[src/rtl/regread_stage_if.sv]
// Shared types and the two stage-boundary interfaces around the register-read stage.
package regread_types_pkg;
  typedef struct packed {
    logic [3:0] unit;
    logic [3:0] code;
  } op_t;

  typedef struct packed {
    logic       valid;
    logic [3:0] cause;
  } trap_info_t;
endpackage

// Decode -> register-read boundary. Decode drives through this_stage,
// the register-read stage consumes through next_stage.
interface decode_stage_if;
  import regread_types_pkg::*;
  logic        valid;
  logic [31:0] pc;
  logic [31:0] insn;
  op_t         op;
  logic [11:0] csrAddr;
  trap_info_t  trapInfo;

  modport this_stage (output valid, pc, insn, op, csrAddr, trapInfo);
  modport next_stage (input  valid, pc, insn, op, csrAddr, trapInfo);
endinterface

// Register-read -> execute boundary. All fields are registered in the
// register-read stage; execute consumes through next_stage.
interface regread_stage_if;
  import regread_types_pkg::*;
  logic        valid;
  logic [31:0] pc;
  logic [31:0] insn;
  op_t         op;
  logic [11:0] csrAddr;
  trap_info_t  trapInfo;
  logic [31:0] srcRegValue1;
  logic [31:0] srcRegValue2;

  modport this_stage (output valid, pc, insn, op, csrAddr, trapInfo,
                      srcRegValue1, srcRegValue2);
  modport next_stage (input  valid, pc, insn, op, csrAddr, trapInfo,
                      srcRegValue1, srcRegValue2);
endinterface

[src/rtl/regread_stage.sv]
// Register-read pipeline stage: latches the decoded instruction, reads both
// source operands (with write-back bypass on capture and operand refresh
// while stalled) and presents a registered bundle to execute.
// Flow control: there is no valid/ready pair here. A bundle moves forward on
// every edge where stall=0; flush drops valid; the controller stalls decode
// together with this stage, so nothing is ever lost on the input side.
module regread_stage
  import regread_types_pkg::*;
(
  input  logic                        clk,
  input  logic                        rst,
  decode_stage_if.next_stage          prev,
  regread_stage_if.this_stage         next,
  output logic [4:0]                  rfReadAddr1,
  output logic [4:0]                  rfReadAddr2,
  input  logic [31:0]                 rfReadValue1,
  input  logic [31:0]                 rfReadValue2,
  input  logic                        wbEnable,
  input  logic [4:0]                  wbAddr,
  input  logic [31:0]                 wbValue,
  input  logic                        stall,
  input  logic                        flush
);

  logic        valid_q, valid_d;
  logic [31:0] pc_q, pc_d;
  logic [31:0] insn_q, insn_d;
  op_t         op_q, op_d;
  logic [11:0] csr_q, csr_d;
  trap_info_t  trap_q, trap_d;
  logic [31:0] src1_q, src1_d;
  logic [31:0] src2_q, src2_d;
  logic [4:0]  rs1_q, rs1_d;
  logic [4:0]  rs2_q, rs2_d;

  logic [4:0]  rs1_new, rs2_new;
  logic [31:0] cap1, cap2;

  // Read addresses come straight from the incoming instruction, independent of stall.
  assign rs1_new     = prev.insn[19:15];
  assign rs2_new     = prev.insn[24:20];
  assign rfReadAddr1 = rs1_new;
  assign rfReadAddr2 = rs2_new;

  // Operand values for a capture: x0 reads zero, a same-cycle write-back wins
  // over the register file (whose async read still returns the old value).
  always_comb begin
    cap1 = rfReadValue1;
    cap2 = rfReadValue2;
    if (rs1_new == 5'd0) begin
      cap1 = '0;
    end else if (wbEnable && (wbAddr == rs1_new)) begin
      cap1 = wbValue;
    end
    if (rs2_new == 5'd0) begin
      cap2 = '0;
    end else if (wbEnable && (wbAddr == rs2_new)) begin
      cap2 = wbValue;
    end
  end

  // Next-state selection: flush kills, stall holds (refreshing operands), else advance.
  always_comb begin
    valid_d = valid_q;
    pc_d    = pc_q;
    insn_d  = insn_q;
    op_d    = op_q;
    csr_d   = csr_q;
    trap_d  = trap_q;
    src1_d  = src1_q;
    src2_d  = src2_q;
    rs1_d   = rs1_q;
    rs2_d   = rs2_q;
    if (flush) begin
      valid_d = 1'b0;
    end else if (stall) begin
      if (valid_q && wbEnable && (wbAddr == rs1_q) && (rs1_q != 5'd0)) begin
        src1_d = wbValue;
      end
      if (valid_q && wbEnable && (wbAddr == rs2_q) && (rs2_q != 5'd0)) begin
        src2_d = wbValue;
      end
    end else begin
      valid_d = prev.valid;
      pc_d    = prev.pc;
      insn_d  = prev.insn;
      op_d    = prev.op;
      csr_d   = prev.csrAddr;
      trap_d  = prev.trapInfo;
      src1_d  = cap1;
      src2_d  = cap2;
      rs1_d   = rs1_new;
      rs2_d   = rs2_new;
    end
  end

  // Stage register with synchronous reset.
  always_ff @(posedge clk) begin
    if (rst) begin
      valid_q <= 1'b0;
      pc_q    <= '0;
      insn_q  <= '0;
      op_q    <= '0;
      csr_q   <= '0;
      trap_q  <= '0;
      src1_q  <= '0;
      src2_q  <= '0;
      rs1_q   <= '0;
      rs2_q   <= '0;
    end else begin
      valid_q <= valid_d;
      pc_q    <= pc_d;
      insn_q  <= insn_d;
      op_q    <= op_d;
      csr_q   <= csr_d;
      trap_q  <= trap_d;
      src1_q  <= src1_d;
      src2_q  <= src2_d;
      rs1_q   <= rs1_d;
      rs2_q   <= rs2_d;
    end
  end

  assign next.valid        = valid_q;
  assign next.pc           = pc_q;
  assign next.insn         = insn_q;
  assign next.op           = op_q;
  assign next.csrAddr      = csr_q;
  assign next.trapInfo     = trap_q;
  assign next.srcRegValue1 = src1_q;
  assign next.srcRegValue2 = src2_q;

endmodule

[src/flat_wrapper.sv]
// flat-port wrapper written by rule: the top's interface ports become plain ports
module regread_stage_flat import regread_types_pkg::*;
  (clk, rst, rfReadAddr1, rfReadAddr2, rfReadValue1, rfReadValue2, wbEnable, wbAddr, wbValue, stall, flush, prev_valid, prev_pc, prev_insn, prev_op, prev_csrAddr, prev_trapInfo, next_valid, next_pc, next_insn, next_op, next_csrAddr, next_trapInfo, next_srcRegValue1, next_srcRegValue2);
  decode_stage_if prev_i ();
  regread_stage_if next_i ();
  input  logic clk;
  input  logic rst;
  output logic [4:0] rfReadAddr1;
  output logic [4:0] rfReadAddr2;
  input  logic [31:0] rfReadValue1;
  input  logic [31:0] rfReadValue2;
  input  logic wbEnable;
  input  logic [4:0] wbAddr;
  input  logic [31:0] wbValue;
  input  logic stall;
  input  logic flush;
  input wire logic [$bits(prev_i.valid)-1:0] prev_valid;
  input wire logic [$bits(prev_i.pc)-1:0] prev_pc;
  input wire logic [$bits(prev_i.insn)-1:0] prev_insn;
  input wire logic [$bits(prev_i.op)-1:0] prev_op;
  input wire logic [$bits(prev_i.csrAddr)-1:0] prev_csrAddr;
  input wire logic [$bits(prev_i.trapInfo)-1:0] prev_trapInfo;
  output wire logic [$bits(next_i.valid)-1:0] next_valid;
  output wire logic [$bits(next_i.pc)-1:0] next_pc;
  output wire logic [$bits(next_i.insn)-1:0] next_insn;
  output wire logic [$bits(next_i.op)-1:0] next_op;
  output wire logic [$bits(next_i.csrAddr)-1:0] next_csrAddr;
  output wire logic [$bits(next_i.trapInfo)-1:0] next_trapInfo;
  output wire logic [$bits(next_i.srcRegValue1)-1:0] next_srcRegValue1;
  output wire logic [$bits(next_i.srcRegValue2)-1:0] next_srcRegValue2;
  assign prev_i.valid = prev_valid;
  assign prev_i.pc = prev_pc;
  assign prev_i.insn = prev_insn;
  assign prev_i.op = prev_op;
  assign prev_i.csrAddr = prev_csrAddr;
  assign prev_i.trapInfo = prev_trapInfo;
  assign next_valid = next_i.valid;
  assign next_pc = next_i.pc;
  assign next_insn = next_i.insn;
  assign next_op = next_i.op;
  assign next_csrAddr = next_i.csrAddr;
  assign next_trapInfo = next_i.trapInfo;
  assign next_srcRegValue1 = next_i.srcRegValue1;
  assign next_srcRegValue2 = next_i.srcRegValue2;
  regread_stage u_core (.clk(clk), .rst(rst), .prev(prev_i), .next(next_i), .rfReadAddr1(rfReadAddr1), .rfReadAddr2(rfReadAddr2), .rfReadValue1(rfReadValue1), .rfReadValue2(rfReadValue2), .wbEnable(wbEnable), .wbAddr(wbAddr), .wbValue(wbValue), .stall(stall), .flush(flush));
endmodule
[config.mk]
export PLATFORM = sky130hd
export DESIGN_NAME = regread_stage_flat
export DESIGN_NICKNAME = d
export VERILOG_FILES = /design/src/rtl/regread_stage_if.sv /design/src/rtl/regread_stage.sv /design/src/flat_wrapper.sv
export SDC_FILE = /design/constraint.sdc
export NUM_CORES = 1
export LEC_CHECK = 0
export CAP_MARGIN = 20
export CORE_AREA = 2 2 139 141
export CTS_BUF_LIST = sky130_fd_sc_hd__clkbuf_4 sky130_fd_sc_hd__clkbuf_8 sky130_fd_sc_hd__clkbuf_16
export CTS_CLUSTER_DIAMETER = 120
export DETAILED_ROUTE_END_ITERATION = 16
export DIE_AREA = 0 0 141 143
export HOLD_SLACK_MARGIN = 0.06
export PLACE_DENSITY = 0.81
export RECOVER_POWER = 100
export SLEW_MARGIN = 5
export SYNTH_ARGS = -nofsm -noshare
export SYNTH_HDL_FRONTEND = slang
export SYNTH_SLANG_ARGS = --single-unit
[constraint.sdc]
create_clock -name clk -period 1.95 [get_ports clk]
set_input_delay 0.585 -clock clk [delete_from_list [all_inputs] [get_ports clk]]
set_output_delay 0.585 -clock clk [all_outputs]
set_load 0.05 [all_outputs]
==> impl_metrics.tcl <==
set metrics [dict create \
    cts.root.buffer_cell "clkbuf_16" \
    critPathMostFrequentCell "buf_6" \
    drv_slew 0 \
    cts_inserted_buffers 17 \
    wl_per_cell_um 19.5 \
    crit_family "buffers and inverters" \
    areaGrowthSynthToFinish_pct 71.5 \
    yosys_register_bits 154 \
    status "finished, violations left" \
    cts.sinks 154 \
    layout.nets 1305 \
    final_antenna_net_count 0 \
    cts_max_path_buffers 2 \
    setup_violations 1 \
    cp_slowest_cell "nor4_2" \
    num_rows 50 \
    tritoncts "done" \
    antenna_cells 0 \
    post-route-period-util 1.00 \
    cp-end-kind "flip-flop" \
    whs_ns 0.453 \
    min_from "u_core.next.pc[3]$_SDFFE_PP0P_" \
    min-delay-path-class "flip-flop to flip-flop" \
    finish.utilization 0.595 \
    vdd_drop_max_mv 0.583 \
    synthesis.area_um2 6440 \
    path_buf_inv 4 \
    grt.total_usage 0.237 \
    place.gp.congestion 0.778 \
    synth_area_per_cell_um2 8.73 \
    grt_first_pass_wirelength_um 37300 \
    place_ws_ns -0.704 \
    path_cells "clkdlybuf4s15_1 -> xor2_1 -> nor4_2 -> buf_4 -> a31oi_4 -> buf_6 -> buf_6 -> a221oi_1 -> nor3_1" \
    synthesis.instances 738 \
    hold_viol 0 \
    overflow 0 \
    start_util 0.347 \
    dp_hpwl_um 17600 \
    dp.cells 1306 \
    violations "setup timing" \
    tightest_slew_ns 0.594 \
    critPathLaunch "prev_insn[20]" \
    reg2reg_from "u_core.next.insn[24]$_SDFFE_PP0P_" \
    timing.fmax_mhz 511 \
    required_ns 2.25 \
    drive_gt1_frac 0.329 \
    synth_warnings 0 \
    totalWireLength_um 26400 \
    io_pins 360 \
    drt_pass1_iterations 4 \
    worstSetupPathType "input port to flip-flop" \
    die_y_um 143 \
    synth_cell_types 30 \
    first_iter_violations 274 \
    powerDensity_nw_per_um2 818 \
    clock_latency_ns 0.42 \
    crit_fanout 8 \
    final_common_cell "nand2_1" \
    layoutNonFillerInstCount 1355 \
    cpPeakStageDelay_ns 0.31 \
    core_um2 18600 \
    cp.arrival_ns 2.26 \
    htreeDepth 4 \
    post-route-drc-count 0 \
    grt_max_degree 54 \
    cap_violations 0 \
    cts_hold_buf 0 \
    die-area_um2 20200 \
    setup_ws_ns -0.00617 \
    mostFrequentLayoutCells "183 x nand2_1, 177 x clkdlybuf4s50_1, 154 x dfxtp_1" \
    portBuffers 359 \
    fin_skew_ns 0.0101 \
    slew_headroom 0.606 \
    path_clk_slew_ns 0.07 \
    worst_setup_path_start_kind "input port" \
    antenna_found_initial 0 \
    viasPerCell 5.15 \
    power_leakage_uw 0.00450 \
    dieWidth_um 141 \
    grt_pass1_vias 6822 \
    vias 6973 \
    period_needed_ns 1.96 \
    yosysSeqAreaShare 0.479 \
    synthesis.nets 934 \
]
tightest hold or removal path, delay by kind of cell, from the launching register on:
kind	cells	cell delay, ns
AND/OR/NAND/NOR	1	0.05
AO/OA/AOI/OAI	1	0.05
flip-flops	1	0.31
metrics by stage:
stage	TNS [ns]	instance area, µm²	total power, µW
2_1_floorplan	-0.178	6440	4670
3_3_place_gp	-53.80	10300	5670
3_5_place_dp	-55.38	10300	5700
4_1_cts	-0.0524	11200	9120
5_1_grt	-0.143	11000	9380
6_report	-0.00617	11000	9040
Yosys cell counts (all sizes together):
| master | n | area share |
|---|---|---|
| o31ai | 1 | 0.0033 |
| buf | 35 | 0.037 |
| a21o | 1 | 0.0012 |
| or2 | 3 | 0.0029 |
| nand4 | 1 | 0.00097 |
| clkbuf | 36 | 0.021 |
| or4 | 1 | 0.0017 |
| nor3 | 66 | 0.075 |
| a21oi | 89 | 0.069 |
| xor2 | 12 | 0.016 |
| a31oi | 1 | 0.00097 |
| a41o | 3 | 0.0047 |
| nor2 | 72 | 0.043 |
| a41oi | 2 | 0.0027 |
| dfxtp | 154 | 0.48 |
| o221a | 1 | 0.0031 |
| a221oi | 64 | 0.12 |
| nor4 | 3 | 0.0039 |
| inv | 1 | 0.00058 |
| o21ai | 2 | 0.0016 |
| xnor2 | 6 | 0.0082 |
| mux2i | 1 | 0.0016 |
| nand2 | 183 | 0.11 |
path summary, 6_finish.rpt:
check	end	slack, ns	depth (start not counted)
min reg2reg	u_core.next.pc[3]$_SDFFE_PP0P_	0.45	2
max	u_core.next.srcRegValue2[19]$_SDFFE_PP0P_	-0.006	9
max reg2reg	u_core.next.srcRegValue2[19]$_SDFFE_PP0P_	0.17	7
min	u_core.next.pc[3]$_SDFFE_PP0P_	0.45	2
what timing repair did:
| item | 4_1_cts | 5_1_grt |
|---|---|---|
| pin swaps | 18 | 23 |
| resized for setup | 43 | 72 |
| setup buffers | 6 | 1 |
| setup endpoints to repair | 72 | 65 |
| cloned | 5 | 7 |
where the power goes:
group	switching (µW)	total, µW	internal, µW
Combinational	1410	2280	863
Clock	1400	3340	1940
Sequential	101	3420	3320
Total	2910	9040	6130
metal layers:
layer | routed length, µm | share of wire | global-route usage
met1 | 9970 | 0.38 | 0.266
met2 | 13600 | 0.52 | 0.430
met3 | 2150 | 0.082 | 0.0741
met4 | 616 | 0.023 | 0.0784
met5 | 0 | 0 | 0
cell type report:
type	instances	area [µm²]
timing repair buffer	423	3640
clock buffer	19	447
multi-input combinational	512	3440
fill	1608	7530
inverter	1	3.75
clock inverter	12	141
tap	234	293
sequential	154	3080
state kept, by name, summed over array words and instances, names as in the netlist:
signal / cells
u_core.next.srcRegValue1: 32
u_core.next.valid: 1
u_core.next.op: 8
u_core.next.pc: 32
u_core.rs1_q: 4
u_core.next.trapInfo: 5
u_core.rs2_q: 4
u_core.next.insn: 24
u_core.next.csrAddr: 12
u_core.next.srcRegValue2: 32
cell families after synthesis:
kind of cell    count (synthesis)  synth area share
mux                             1           0.00155
flops                         154             0.479
simple gates                  329             0.234
buf+inv                        72            0.0587
xor+xnor                       18            0.0245
compound gates                164             0.203
No activity file was read; power rests on OpenSTA's default activity.
